**config.mk**
```make
export PLATFORM = sky130hd
export DESIGN_NAME = pipe_stage_reg
export DESIGN_NICKNAME = d
export VERILOG_FILES = /design/src/rtl/pipe_stage_reg.sv
export SDC_FILE = /design/constraint.sdc
export NUM_CORES = 1
export LEC_CHECK = 0
export CAP_MARGIN = 20
export CORE_AREA = 2 2 110 91
export CTS_BUF_LIST = sky130_fd_sc_hd__clkbuf_8
export CTS_CLUSTER_DIAMETER = 200
export CTS_CLUSTER_SIZE = 24
export DETAILED_ROUTE_END_ITERATION = 7
export DIE_AREA = 0 0 112 93
export GPL_ROUTABILITY_DRIVEN = 0
export GPL_TIMING_DRIVEN = 0
export MAX_ROUTING_LAYER = met4
export PLACE_DENSITY_LB_ADDON = 0.08
export SYNTH_ARGS = -nofsm -noshare
export SYNTH_HDL_FRONTEND = slang
export SYNTH_SLANG_ARGS = --single-unit
```
**constraint.sdc**
```tcl
create_clock -name clk_i -period 1.7 [get_ports clk_i]
set_clock_uncertainty 0.2 [all_clocks]
set_input_delay 0.17 -clock clk_i [delete_from_list [all_inputs] [get_ports clk_i]]
set_output_delay 0.17 -clock clk_i [all_outputs]
set_load 0.05 [all_outputs]
```
**src/rtl/pipe_stage_reg.sv**
```systemverilog
// Handshaked pipeline stage register carrying a control and a data bundle,
// with stall, flush, optional 2-entry skid buffer and a saturating stall counter.
module pipe_stage_reg #(
    parameter int DATA_W  = 32,
    parameter int CTRL_W  = 8,
    parameter int CNT_W   = 16,
    parameter bit SKID_EN = 1'b1
) (
    input  logic              clk_i,
    input  logic              rst_i,
    input  logic              flush_i,
    input  logic              stall_i,
    input  logic              valid_i,
    output logic              ready_o,
    input  logic [CTRL_W-1:0] ctrl_i,
    input  logic [DATA_W-1:0] data_i,
    output logic              valid_o,
    input  logic              ready_i,
    output logic [CTRL_W-1:0] ctrl_o,
    output logic [DATA_W-1:0] data_o,
    output logic [1:0]        occ_o,
    input  logic              cnt_clr_i,
    output logic [CNT_W-1:0]  stall_cnt_o
);

    logic              main_valid;
    logic [CTRL_W-1:0] main_ctrl;
    logic [DATA_W-1:0] main_data;
    logic              skid_valid;
    logic [CTRL_W-1:0] skid_ctrl;
    logic [DATA_W-1:0] skid_data;
    logic [CNT_W-1:0]  stall_cnt;
    logic              acc;
    logic              adv;

    assign adv = main_valid & ready_i & ~stall_i;

    // With the skid entry, ready_o comes straight from a flop so upstream never
    // sees a combinational path from ready_i/stall_i.
    generate
        if (SKID_EN) begin : g_skid_ready
            assign ready_o = ~skid_valid;
        end else begin : g_comb_ready
            assign ready_o = ~main_valid | (ready_i & ~stall_i);
        end
    endgenerate

    assign acc = valid_i & ready_o;

    // NOTE: every register here uses <= so all of them sample the pre-edge
    // values of each other; blocking assignments would create ordering bugs.
    always_ff @(posedge clk_i) begin
        if (rst_i) begin
            main_valid <= 1'b0;
            main_ctrl  <= '0;
            main_data  <= '0;
            skid_valid <= 1'b0;
            skid_ctrl  <= '0;
            skid_data  <= '0;
        end else if (flush_i) begin
            // data bundle is deliberately left untouched on a flush
            main_valid <= 1'b0;
            main_ctrl  <= '0;
            skid_valid <= 1'b0;
        end else if (skid_valid) begin
            if (adv) begin
                main_valid <= 1'b1;
                main_ctrl  <= skid_ctrl;
                main_data  <= skid_data;
                skid_valid <= 1'b0;
            end
        end else if (!main_valid || adv) begin
            if (acc) begin
                main_valid <= 1'b1;
                main_ctrl  <= ctrl_i;
                main_data  <= data_i;
            end else if (adv) begin
                main_valid <= 1'b0;
                main_ctrl  <= '0;
            end
        end else if (acc && SKID_EN) begin
            skid_valid <= 1'b1;
            skid_ctrl  <= ctrl_i;
            skid_data  <= data_i;
        end
    end

    always_ff @(posedge clk_i) begin
        if (rst_i || cnt_clr_i) begin
            stall_cnt <= '0;
        end else if (main_valid && !adv && (stall_cnt != {CNT_W{1'b1}})) begin
            stall_cnt <= stall_cnt + 1'b1;
        end
    end

    assign valid_o     = main_valid;
    assign ctrl_o      = main_valid ? main_ctrl : '0;
    assign data_o      = main_data;
    assign occ_o       = {1'b0, main_valid} + {1'b0, skid_valid};
    assign stall_cnt_o = stall_cnt;

endmodule

```
-- Word-level counts from Yosys, hierarchy flattened
Index checks and enable logic that the tools add are counted.
- register bits: 98
- logic and storage cells: 50
- output and inout bits: 60
- input port bits: 47
- mux-type cells: 19
- bitwise logic cells: 7
- reduce and logical (&&, ||, !) cells: 13
- add/sub/neg operators: 2
- equal/unequal tests: 2
- operators with widths (kind ; number):
    $mux 32 ; 4
    $mux 8 ; 6
    $add 16x1->16 const B ; 1
    $ne 16x16->1 const B ; 1
    $mux 1 ; 9
    $reduce_and 4->1 ; 2
    $reduce_bool 2->1 ; 3
    $not 1->1 ; 4
    $and 1x1->1 ; 3
    $reduce_and 3->1 ; 1
    $add 1x1->2 ; 1
    $logic_and 1x1->1 ; 2
    $logic_not 1->1 ; 2
    $logic_or 1x1->1 ; 2
    $ne 2x1->1 const B ; 1
    $reduce_or 2->1 ; 1

-- Logic depth before layout (Yosys ltp)
Gate-level depths: netlist of the first run.
- word-level depth: 6
- mapped depth: 7
- gate-level depth less buffers: 5

-- Worst setup path after synthesis of the first run
No wires, ideal clock.
- path kind: register to register
- start: reg stall_cnt[1] (netlist: stall_cnt_o[1])
- end: reg stall_cnt[9] (netlist: stall_cnt_o[9])
- setup slack: -0.553 ns
- setup time: 0.115 ns
- period minus slack after synthesis: 2.253 ns
- stages on the path, launching flop included: 7
- arrival: 1.939 ns
- path buffers: 1
- required time: 1.385 ns
- cells stage by stage: dfxtp_1 > ha_1 > nand3_1 > nor4_2 > buf_2 > nor4_1 > o21a_1
- longest elaborated chain between the ends: 2
- elaborated cells on any way between the ends: 3
- those cells by class: add/sub (1); eq/ne (1); reduce/logical (1)
- RTL lines (item ; line ; text):
    from (decl) ; 32 ; logic [CNT_W-1:0] stall_cnt;
    from (signal assigned) ; 92 ; stall_cnt <= stall_cnt + 1'b1;
    parallel branches: the longest is 2 deep, another holds $add 16x1->16 ; -- ;
Several ways; the timed one is not identified.
A chain may end at the register's enable or synchronous reset.

-- Worst setup path in the final report of the first run
- start: reg main_valid (netlist: valid_o)
- end: reg main_data[17] (netlist: data_o[17])
- longest elaborated chain between the ends: 5
- elaborated cells on any way between the ends: 7
- those cells by class: eq/ne (1); bitwise (2); reduce/logical (4)
- RTL lines (item ; line ; text):
    from (decl) ; 26 ; logic main_valid;
    from (signal assigned) ; 54 ; main_valid <= 1'b0;
    from (signal assigned) ; 62 ; main_valid <= 1'b0;
    from (signal assigned) ; 67 ; main_valid <= 1'b1;
    $and 1x1->1 (2 in series) ; 36 ; assign adv = main_valid & ready_i & ~stall_i;
    $logic_or 1x1->1 ; 72 ; end else if (!main_valid || adv) begin
    $reduce_bool 2->1 (no source line) ; -- ;
    $reduce_and 4->1 (no source line) * ; -- ;
    to (signal assigned) ; 69 ; main_data <= skid_data;
    to (signal assigned) ; 76 ; main_data <= data_i;
    to (decl) ; 28 ; logic [DATA_W-1:0] main_data;
Every way passes the cells marked *; elsewhere a longest branch is shown, timed or not.

==> results of run 1 <==
-- cell families (layout without fill, tap and decap cells) --
| group | count (synthesis) | after routing | synth area share [%] |
|---|---|---|---|
| fa+ha+maj | 2 | 2 | 0.597 |
| mux | 35 | 35 | 8.37 |
| buf+inv | 39 | 217 | 3.79 |
| simple gates | 193 | 194 | 21.5 |
| flops | 98 | 98 | 46.8 |
| compound gates | 122 | 122 | 18.9 |
-- area by class of cell --
type | count | share of cell area, %
Tap cell | 119 | 1.97
Inverter | 3 | 0.199
Clock buffer | 11 | 2.00
Multi-Input combinational cell | 353 | 39.6
Timing Repair Buffer | 169 | 24.2
Sequential cell | 98 | 26.8
Clock inverter | 5 | 0.480
Buffer | 29 | 4.78
-- repair_timing --
item / in CTS / in global routing
hold buffers: 0 / 0
pin swaps: 19 / 47
hold endpoints to repair: 0 / 0
gates cloned: 9 / 4
gates resized for setup: 283 / 165
setup endpoints to repair: 152 / 110
setup buffers: 35 / 19
-- critical path, delay by kind of cell (launching register included) --
kind,cells,cell delay (ns)
buffers and inverters,5,0.65
AO/OA/AOI/OAI,2,0.47
flip-flops,1,0.38
AND/OR/NAND/NOR,2,0.09
-- power groups by stage --
stage	combinational (mW)	sequential (mW)	clock [mW]
finish	1.03	2.40	1.47
global route	1.08	2.41	1.58
CTS	0.914	2.39	1.49
detailed placement	0.762	2.44	0
global placement	0.753	2.44	0
floorplan	0.261	2.63	0
-- flip-flops by register name, indices dropped and copies added (netlist names) --
register and flops:
data_o 32, main_ctrl 8, skid_ctrl 8, skid_data 32, skid_valid 1, stall_cnt_o 16, valid_o 1
-- placed cells by master, fill, tap and decap left out, types with 9 or more instances in the layout --
cell type	Yosys	layout
a211oi_1	41	17
a211oi_2	0	24
a21oi_1	59	17
a21oi_2	0	42
and2_4	0	9
buf_4	0	29
buf_6	0	25
buf_8	0	13
clkbuf_16	0	13
clkbuf_2	1	10
clkbuf_8	0	12
clkdlybuf4s15_1	0	9
clkdlybuf4s50_1	0	44
dfxtp_1	98	80
dfxtp_4	0	16
dlygate4sd2_1	0	37
mux2i_1	35	34
nand2_1	93	34
nand2_2	0	15
nand2_4	0	44
nor2_1	43	29
nor2_2	0	9
-- worst paths after layout --
check,depth (start not counted),from,end,slack [ns]
min,3,stall_i,skid_valid,0.13
min reg2reg,2,skid_data[19],skid_data[19],0.27
max,9,valid_o,data_o[17],-0.16
max reg2reg,9,valid_o,data_o[17],-0.16
-- per-stage QoR --
stage | power, mW | setup slack [ns] | TNS [ns] | instance area (µm²) | cells
final | 4.90 | -0.163 | -7.92 | 7560 | 787
after global routing | 5.07 | -0.263 | -12.72 | 7560 | 787
after CTS | 4.79 | -0.186 | -9.60 | 6890 | 771
after detailed placement | 3.20 | -0.906 | -68.33 | 5600 | 714
after global placement | 3.19 | -0.923 | -68.34 | 5600 | 714
after floorplan | 2.89 | -0.0631 | -2.86 | 4390 | 489
-- routing by layer --
layer  track usage, %  vias up
met2             39.9      113
li1                 -     2102
met3             5.12       16
met1             35.0     2137
met5                -        -
met4             6.71        0
==> metrics, run 1 <==
kind of critical path flop to flop; most frequent cell after synthesis dfxtp_1; DR iter-0 viols 253; worst path cell trace buf_8 > buf_12 > nand2_4 > a221oi_4 > buf_6 > buf_12 > buf_16 > nor2_1 > a211oi_1; root buffer cell clkbuf_8; area of the multi-input gates 2990 µm²; worst rel slew slack 51.2%; Die W 112 µm; DRC 0; Data required, critical path 1.79 ns; Max-Cap Viols 0; Post-DRT Antenna Nets 0; cell row count 32; failing checks negative setup slack; sw frac 30.4%; via count 4,368; Ys Warns 0; Arr. time, crit path 1.95 ns; final worst slack -0.163 ns; total grt overflow 0; vias in the first global route 4,155; Max FO, Critical Path 6; Distinct cells, synth 39; WL/cell 18.2 µm; DIE AREA 10,400 µm²; Period minus WS final 1.86 ns; RSZ-0062 raised after global routing true; wire length on met2 7110 µm; Internal 3.41 mW; diodes inserted 0; first-pass GRT wire length 21,100 µm; maximum vdd ir drop 0.499 mV; Nets 712; number of buffers created by CTS 9; M1 wire length 6410 µm; Syn Area/Cell 8.56 µm²; CORE AREA 9370 µm²; NetSw 1.49 mW; final-report setup violation count 84; Flop pwr share 49.0%; Routed WL 14,300 µm; WHS 0.128 ns; Die Ht 93 µm; Top FF cell, synth dfxtp_1; crit path max-delay cell type dfxtp_4; CP startpoint kind flop; dominant cells by area after synthesis dfxtp_1 (47%), mux2i_1 (8.4%), nand2_1 (8.3%); DR vias/cell 5.55; most used cell, CP buf_12; syn nets 538; Worst Max-Slew Pin Slew 0.733 ns; maximum clock rate 537 MHz; combinational share of power 21.0%; Critical Path Max Stage Delay 0.38 ns; max-slew violation count 0; Cell Area, Synth 4190 µm²; Power Dens Cells 648 nW/µm²; Final period util 110%; synth cell count leaders dfxtp_1 (98), nand2_1 (93), a21oi_1 (59); gr usage total 25.8%; Final Hold Violating Endpoints 0; met3 wire len 680 µm; Hold Crit Class input port to flop; number of I/O port buffers 106; Fill cells 587; starting density of the core 44.7%; Sink Count 98; H-tree levels 3; Layout area overhead 80.5%; CTS tree yes; Yosys top cell area share 46.8%; DR top layer met4; LEAKAGE 2.84 nW; drt pass-1 iters 4; critical path capture point type flop; top cell type by total area after synthesis dfxtp_1; layout cell share with drive strength beyond 1 47.3%; FF+latch count, synth 98; Layout Utilization 80.7%; pin count of the biggest net entering global routing 17; Max Buffers Root-to-Sink 2; Clock power frac 30.0%; antenna violations before repair 0; status finished with violations; HPWL after DPL 7730 µm; Worst-Skew Late Latency 0.37 ns; EDFF count, synth 0; async set-reset flop share out of synthesis 0%; Mapped Cells 489; Sequential Area 2020 µm²; clock transition at the registers of the reported paths 0.10 ns; register area share after synthesis 46.8%; I/O pin count 107
No activity file was read; power rests on OpenSTA's default activity.
==> run 2: changes to the inputs <==
--- a/config.mk
+++ b/config.mk
@@ -16,6 +16,7 @@
 export GPL_TIMING_DRIVEN = 0
 export MAX_ROUTING_LAYER = met4
 export PLACE_DENSITY_LB_ADDON = 0.08
+export SETUP_SLACK_MARGIN = 0.3
 export SYNTH_ARGS = -nofsm -noshare
 export SYNTH_HDL_FRONTEND = slang
 export SYNTH_SLANG_ARGS = --single-unit
==> run 2 against run 1 <==
Net effect: the flow still finishes with violations (negative setup slack); register-to-register slack worse by 0.02 ns; maximum frequency decreased by 1.1%; design area fell by 1.7%; worst setup slack worse by 0.020 ns.
==> metrics, run 2 (synthesis gave the netlist of run 1 again) <==
DRC 0 (unchanged); Hold Crit Class input port to flop; root buffer cell clkbuf_8; maximum vdd ir drop 0.615 mV (+23%); Die W 112 µm (unchanged); maximum clock rate 531 MHz (-1.1%); final-report setup violation count 91 (+8.3%); Final period util 111% (+1.2 points); Final Hold Violating Endpoints 0 (unchanged); DIE AREA 10,400 µm² (unchanged); CP top delay family buffers and inverters; worst rel slew slack 45.5% (-5.7 points); HPWL after DPL 7890 µm (+2.2%); Post-DRT Antenna Nets 0 (unchanged); Hold Startpoint ctrl_i[6]; LEAKAGE 2.74 nW (-3.4%); worst path cell trace clkdlybuf4s50_1 > nand2b_4 > or4_4 > clkbuf_16 > clkbuf_16 > nand2_4 > a21oi_2; Sink Count 98 (unchanged); most used cell, CP clkbuf_16; Routed WL 14,000 µm (-2.5%); Bufs and invs on worst path 3 (-2); quantity of hold-fixing buffers added after cts 0 (unchanged); status finished with violations; reg2reg end skid_data[3]; pin count of the biggest net entering global routing 17 (unchanged); diodes inserted 0 (unchanged); most frequent cells in the layout dfxtp_1 (80), nand2_1 (49), clkdlybuf4s50_1 (46); via count 4,450 (+1.9%); cell row count 32 (unchanged); Layout area overhead 77.4%; Arr. time, crit path 1.93 ns (-0.02 ns); Worst-Skew Late Latency 0.37 ns (about the same); Fin Setup TNS -11.75 ns (-3.83 ns); Critical Path Max Stage Delay 0.70 ns (+0.32 ns); most common cell after layout, fill and taps aside dfxtp_1; Data required, critical path 1.75 ns (-0.04 ns); starting density of the core 44.7% (unchanged); WHS Endpoint skid_ctrl[6]; vias in the first global route 4,271 (+2.8%); first-pass GRT wire length 20,800 µm (-1.5%); Max FO, Critical Path 10 (+4); number of I/O port buffers 106 (unchanged); max-slew violation count 0 (unchanged); hold path depth 3 (unchanged); Max-Cap Viols 0 (unchanged); CP Depth 7 (-2); reg2reg path depth 7 (-2); Power Dens Cells 681 nW/µm² (+5.1%); RSZ-0062 raised after global routing true; final cell count without fillers 801 (+1.8%); CP startpoint kind input port; layout cell share with drive strength beyond 1 49.9% (+2.5 points); Period minus WS final 1.88 ns (+0.0204 ns); WL/cell 17.5 µm (-4.2%); kind of critical path input port to flop; H-tree levels 3 (unchanged); number of buffers created by CTS 9 (unchanged); failing checks negative setup slack; critical path capture point type flop; gr usage total 25.5% (-0.23 points); flop2flop setup slack -0.18 ns (-0.02 ns); total grt overflow 0 (unchanged); setup slack at placement -1.01 ns (-0.0994 ns); WHS 0.174 ns (+0.0458 ns); antenna violations before repair 0 (unchanged); DR vias/cell 5.56 (about the same); CORE AREA 9370 µm² (unchanged); Max Buffers Root-to-Sink 2 (unchanged); I/O pin count 107 (unchanged); drt pass-1 iters 5 (+1); DR iter-0 viols 298 (+18%); final worst slack -0.184 ns (-0.0204 ns); FF-to-FF Start skid_valid; CTS tree yes; Nets 726 (+2.0%); dpl cells 714 (unchanged); crit path max-delay cell type clkdlybuf4s50_1; Worst Max-Slew Pin Slew 0.814 ns (+0.0818 ns); clock transition at the registers of the reported paths 0.09 ns (about the same); Die Ht 93 µm (unchanged); Layout Utilization 79.3% (-1.4 points)
run 2: per-layer routing:
| metal | GRT usage, % | wire length, µm |
|---|---|---|
| met1 | 31.1 | 6010 |
| met2 | 43.4 | 6910 |
| met3 | 5.25 | 775 |
| met4 | 7.42 | 288 |
| met5 | - | 0 |
run 2: per-stage QoR:
stage / power, mW / cell area [µm²]
floorplan: 2.90 / 4470
finish: 5.06 / 7430
detailed placement: 3.21 / 5680
CTS: 4.99 / 6690
global route: 5.23 / 7430
global placement: 3.20 / 5680
run 2: report_power, final:
group          internal [mW]  switching, mW  total, mW  leakage [nW]
clock network          0.875          0.844       1.72         0.117
logic                  0.405          0.543      0.949          1.81
registers               2.34         0.0503       2.39         0.811
run 2: layout make-up:
cell class                      instances  area [µm²]
Multi-Input combinational cell        352        2870
Clock buffer                           10         138
Buffer                                 36         394
Sequential cell                        98        2030
Inverter                                3        15.0
Timing Repair Buffer                  177        1750
Fill cell                             605        1940
Tap cell                              119         149
Clock inverter                          6        87.6
run 2: tightest hold or removal path, delay by kind of cell:
kind            cells  cell delay (ns)
simple gates        1             0.08
buf+inv             1             0.41
compound gates      1             0.05
run 2: worst max-delay path by stage:
stage                               start             end  slack [ns]
after floorplan           stall_cnt_o[15]  stall_cnt_o[9]       -0.06
after global placement            valid_i   skid_data[24]       -0.90
after detailed placement          valid_i   skid_data[25]       -1.01
after CTS                      skid_valid   skid_data[13]       -0.16
after global routing              valid_i       data_o[9]       -0.26
final                             valid_i    skid_data[3]       -0.18
run 2: repair_timing:
item,CTS,global route
cloned,8,1
resized for setup,468,155
pin swaps,26,24
setup buffers,40,22
endpoints found under the setup margin,158,132
==> run 3: changes to the inputs <==
--- a/config.mk
+++ b/config.mk
@@ -16,6 +16,7 @@
 export GPL_TIMING_DRIVEN = 0
 export MAX_ROUTING_LAYER = met4
 export PLACE_DENSITY_LB_ADDON = 0.08
+export RECOVER_POWER = 50
 export SETUP_SLACK_MARGIN = 0.3
 export SYNTH_ARGS = -nofsm -noshare
 export SYNTH_HDL_FRONTEND = slang
==> run 3 against run 2 <==
Net effect: the run still ends with negative setup slack left; register-to-register slack hardly changed; sequential cell count is the same; routed wire length rose by 0.31%; sequential power about the same; worst hold slack worse by 0.00098 ns; clock power about the same; utilization shrank 0.51 points; non-clock buffer count unchanged; final cell count unchanged; clock-buffer cell count did not move; die area did not move; global-route usage unchanged; critical path type unchanged; critical endpoint unchanged.
==> metrics, run 3 (synthesis gave the netlist of run 1 again) <==
status finished with violations; failing checks negative setup slack; clock transition at the registers of the reported paths 0.09 ns (about the same); CTS tree yes; Max-Cap Viols 0 (unchanged); Hold Crit Class input port to flop; HPWL after DPL 7890 µm (unchanged); number of buffers created by CTS 9 (unchanged); quantity of hold-fixing buffers added after cts 0 (unchanged); gr usage total 25.5% (unchanged); Layout area overhead 76.3%; Post-DRT Antenna Nets 0 (unchanged); Die Ht 93 µm (unchanged); critical path capture point type flop; number of I/O port buffers 106 (unchanged); dpl cells 714 (unchanged); Worst-Skew Late Latency 0.37 ns (about the same); H-tree levels 3 (unchanged); RSZ-0062 raised after global routing true; root buffer cell clkbuf_8; fin area 7380 µm² (-0.64%); DRC 0 (unchanged); Power Dens Cells 684 nW/µm² (+0.41%); most common cell after layout, fill and taps aside dfxtp_1; Final period util 111% (about the same); Die W 112 µm (unchanged); max-slew violation count 0 (unchanged); Sequential Area 2030 µm² (unchanged); antenna violations before repair 0 (unchanged); DR vias/cell 5.57 (+0.20%); Routed WL 14,000 µm (+0.31%); Fill cells 610 (+0.83%); Max FO, Critical Path 10 (unchanged); Layout Utilization 78.8% (-0.51 points); cell row count 32 (unchanged); drt pass-1 iters 4 (-1); layout cell share with drive strength beyond 1 48.7% (-1.2 points); Max Buffers Root-to-Sink 2 (unchanged); Period minus WS final 1.88 ns (-0.00112 ns); Sink Count 98 (unchanged); pin count of the biggest net entering global routing 17 (unchanged); Arr. time, crit path 1.93 ns (about the same); diodes inserted 0 (unchanged); LEAKAGE 2.70 nW (-1.4%); total grt overflow 0 (unchanged); final cell count without fillers 801 (unchanged); kind of critical path input port to flop; CP startpoint kind input port; Worst Max-Slew Pin Slew 0.774 ns (-0.0402 ns); CORE AREA 9370 µm² (unchanged); final-report setup violation count 93 (+2.2%); final worst slack -0.182 ns (+0.00112 ns); DIE AREA 10,400 µm² (unchanged); DR iter-0 viols 268 (-10%); vias in the first global route 4,271 (unchanged); Final Power 5.05 mW (-0.23%); worst rel slew slack 48.2% (+2.7 points); maximum clock rate 531 MHz (about the same); Nets 726 (unchanged); WHS 0.173 ns (-0.000982 ns); starting density of the core 44.7% (unchanged); setup slack at placement -1.01 ns (unchanged); Final Hold Violating Endpoints 0 (unchanged); most frequent cells in the layout dfxtp_1 (80), nand2_1 (49), clkdlybuf4s50_1 (46); placed instance area 5680 µm² (unchanged); via count 4,459 (+0.20%); WL/cell 17.5 µm (+0.31%); Data required, critical path 1.75 ns (about the same); I/O pin count 107 (unchanged); Fin Setup TNS -11.71 ns (+0.0411 ns); first-pass GRT wire length 20,800 µm (unchanged); area of the multi-input gates 2870 µm² (unchanged); maximum vdd ir drop 0.608 mV (-1.2%)
-- run 3: changes by cell type in the layout (fill, tap and decap cells not counted) --
cell      previous run  this run
clkbuf_2            11        27
clkbuf_4            13         3
buf_2               22        13
clkbuf_1             5        13
buf_4               43        38
-- run 3: repair_timing --
item                                   4_1_cts  5_1_grt
gates resized for setup                    468      155
gates cloned                                 8        1
endpoints found under the hold margin        0        0
setup endpoints to repair                  158      132
setup buffers                               40       22
pin swaps                                   26       24
-- run 3: worst paths after layout --
kind                               startpoint  cells past startpoint  slack [ns]            end
worst max register to register     skid_valid                      7       -0.18   skid_data[3]
worst min-delay path                ctrl_i[6]                      3        0.17   skid_ctrl[6]
worst min register to register  skid_data[31]                      2        0.28  skid_data[31]
worst max-delay path                  valid_i                      7       -0.18   skid_data[3]
-- run 3: layout make-up --
| type | count | area share (%) |
|---|---|---|
| clock inverters | 6 | 1.19 |
| repair buffers | 177 | 23.1 |
| clock buffers | 10 | 1.86 |
| inverters | 3 | 0.203 |
| plain buffers | 36 | 5.34 |
| multi-input cells | 352 | 38.8 |
| flip-flops and latches | 98 | 27.5 |
| well taps | 119 | 2.02 |
-- run 3: worst max-delay path, cell delays in order --
cell             delay (ns)
clkdlybuf4s50_1        0.70
nand2b_4               0.13
or4_4                  0.44
clkbuf_16              0.20
clkbuf_16              0.18
nand2_4                0.06
a21oi_2                0.04
-- run 3: power breakdown --
part / switching, mW / leakage [nW] / total (mW) / internal, mW
Clock: 0.845 / 0.117 / 1.72 / 0.875
Combinational: 0.544 / 1.77 / 0.935 / 0.392
Sequential: 0.0508 / 0.811 / 2.40 / 2.34
-- run 3: layer usage --
layer | track usage, % | routed length, µm
met5 | - | 0
met4 | 7.42 | 298
met3 | 5.25 | 853
met2 | 43.4 | 6930
met1 | 31.1 | 5950
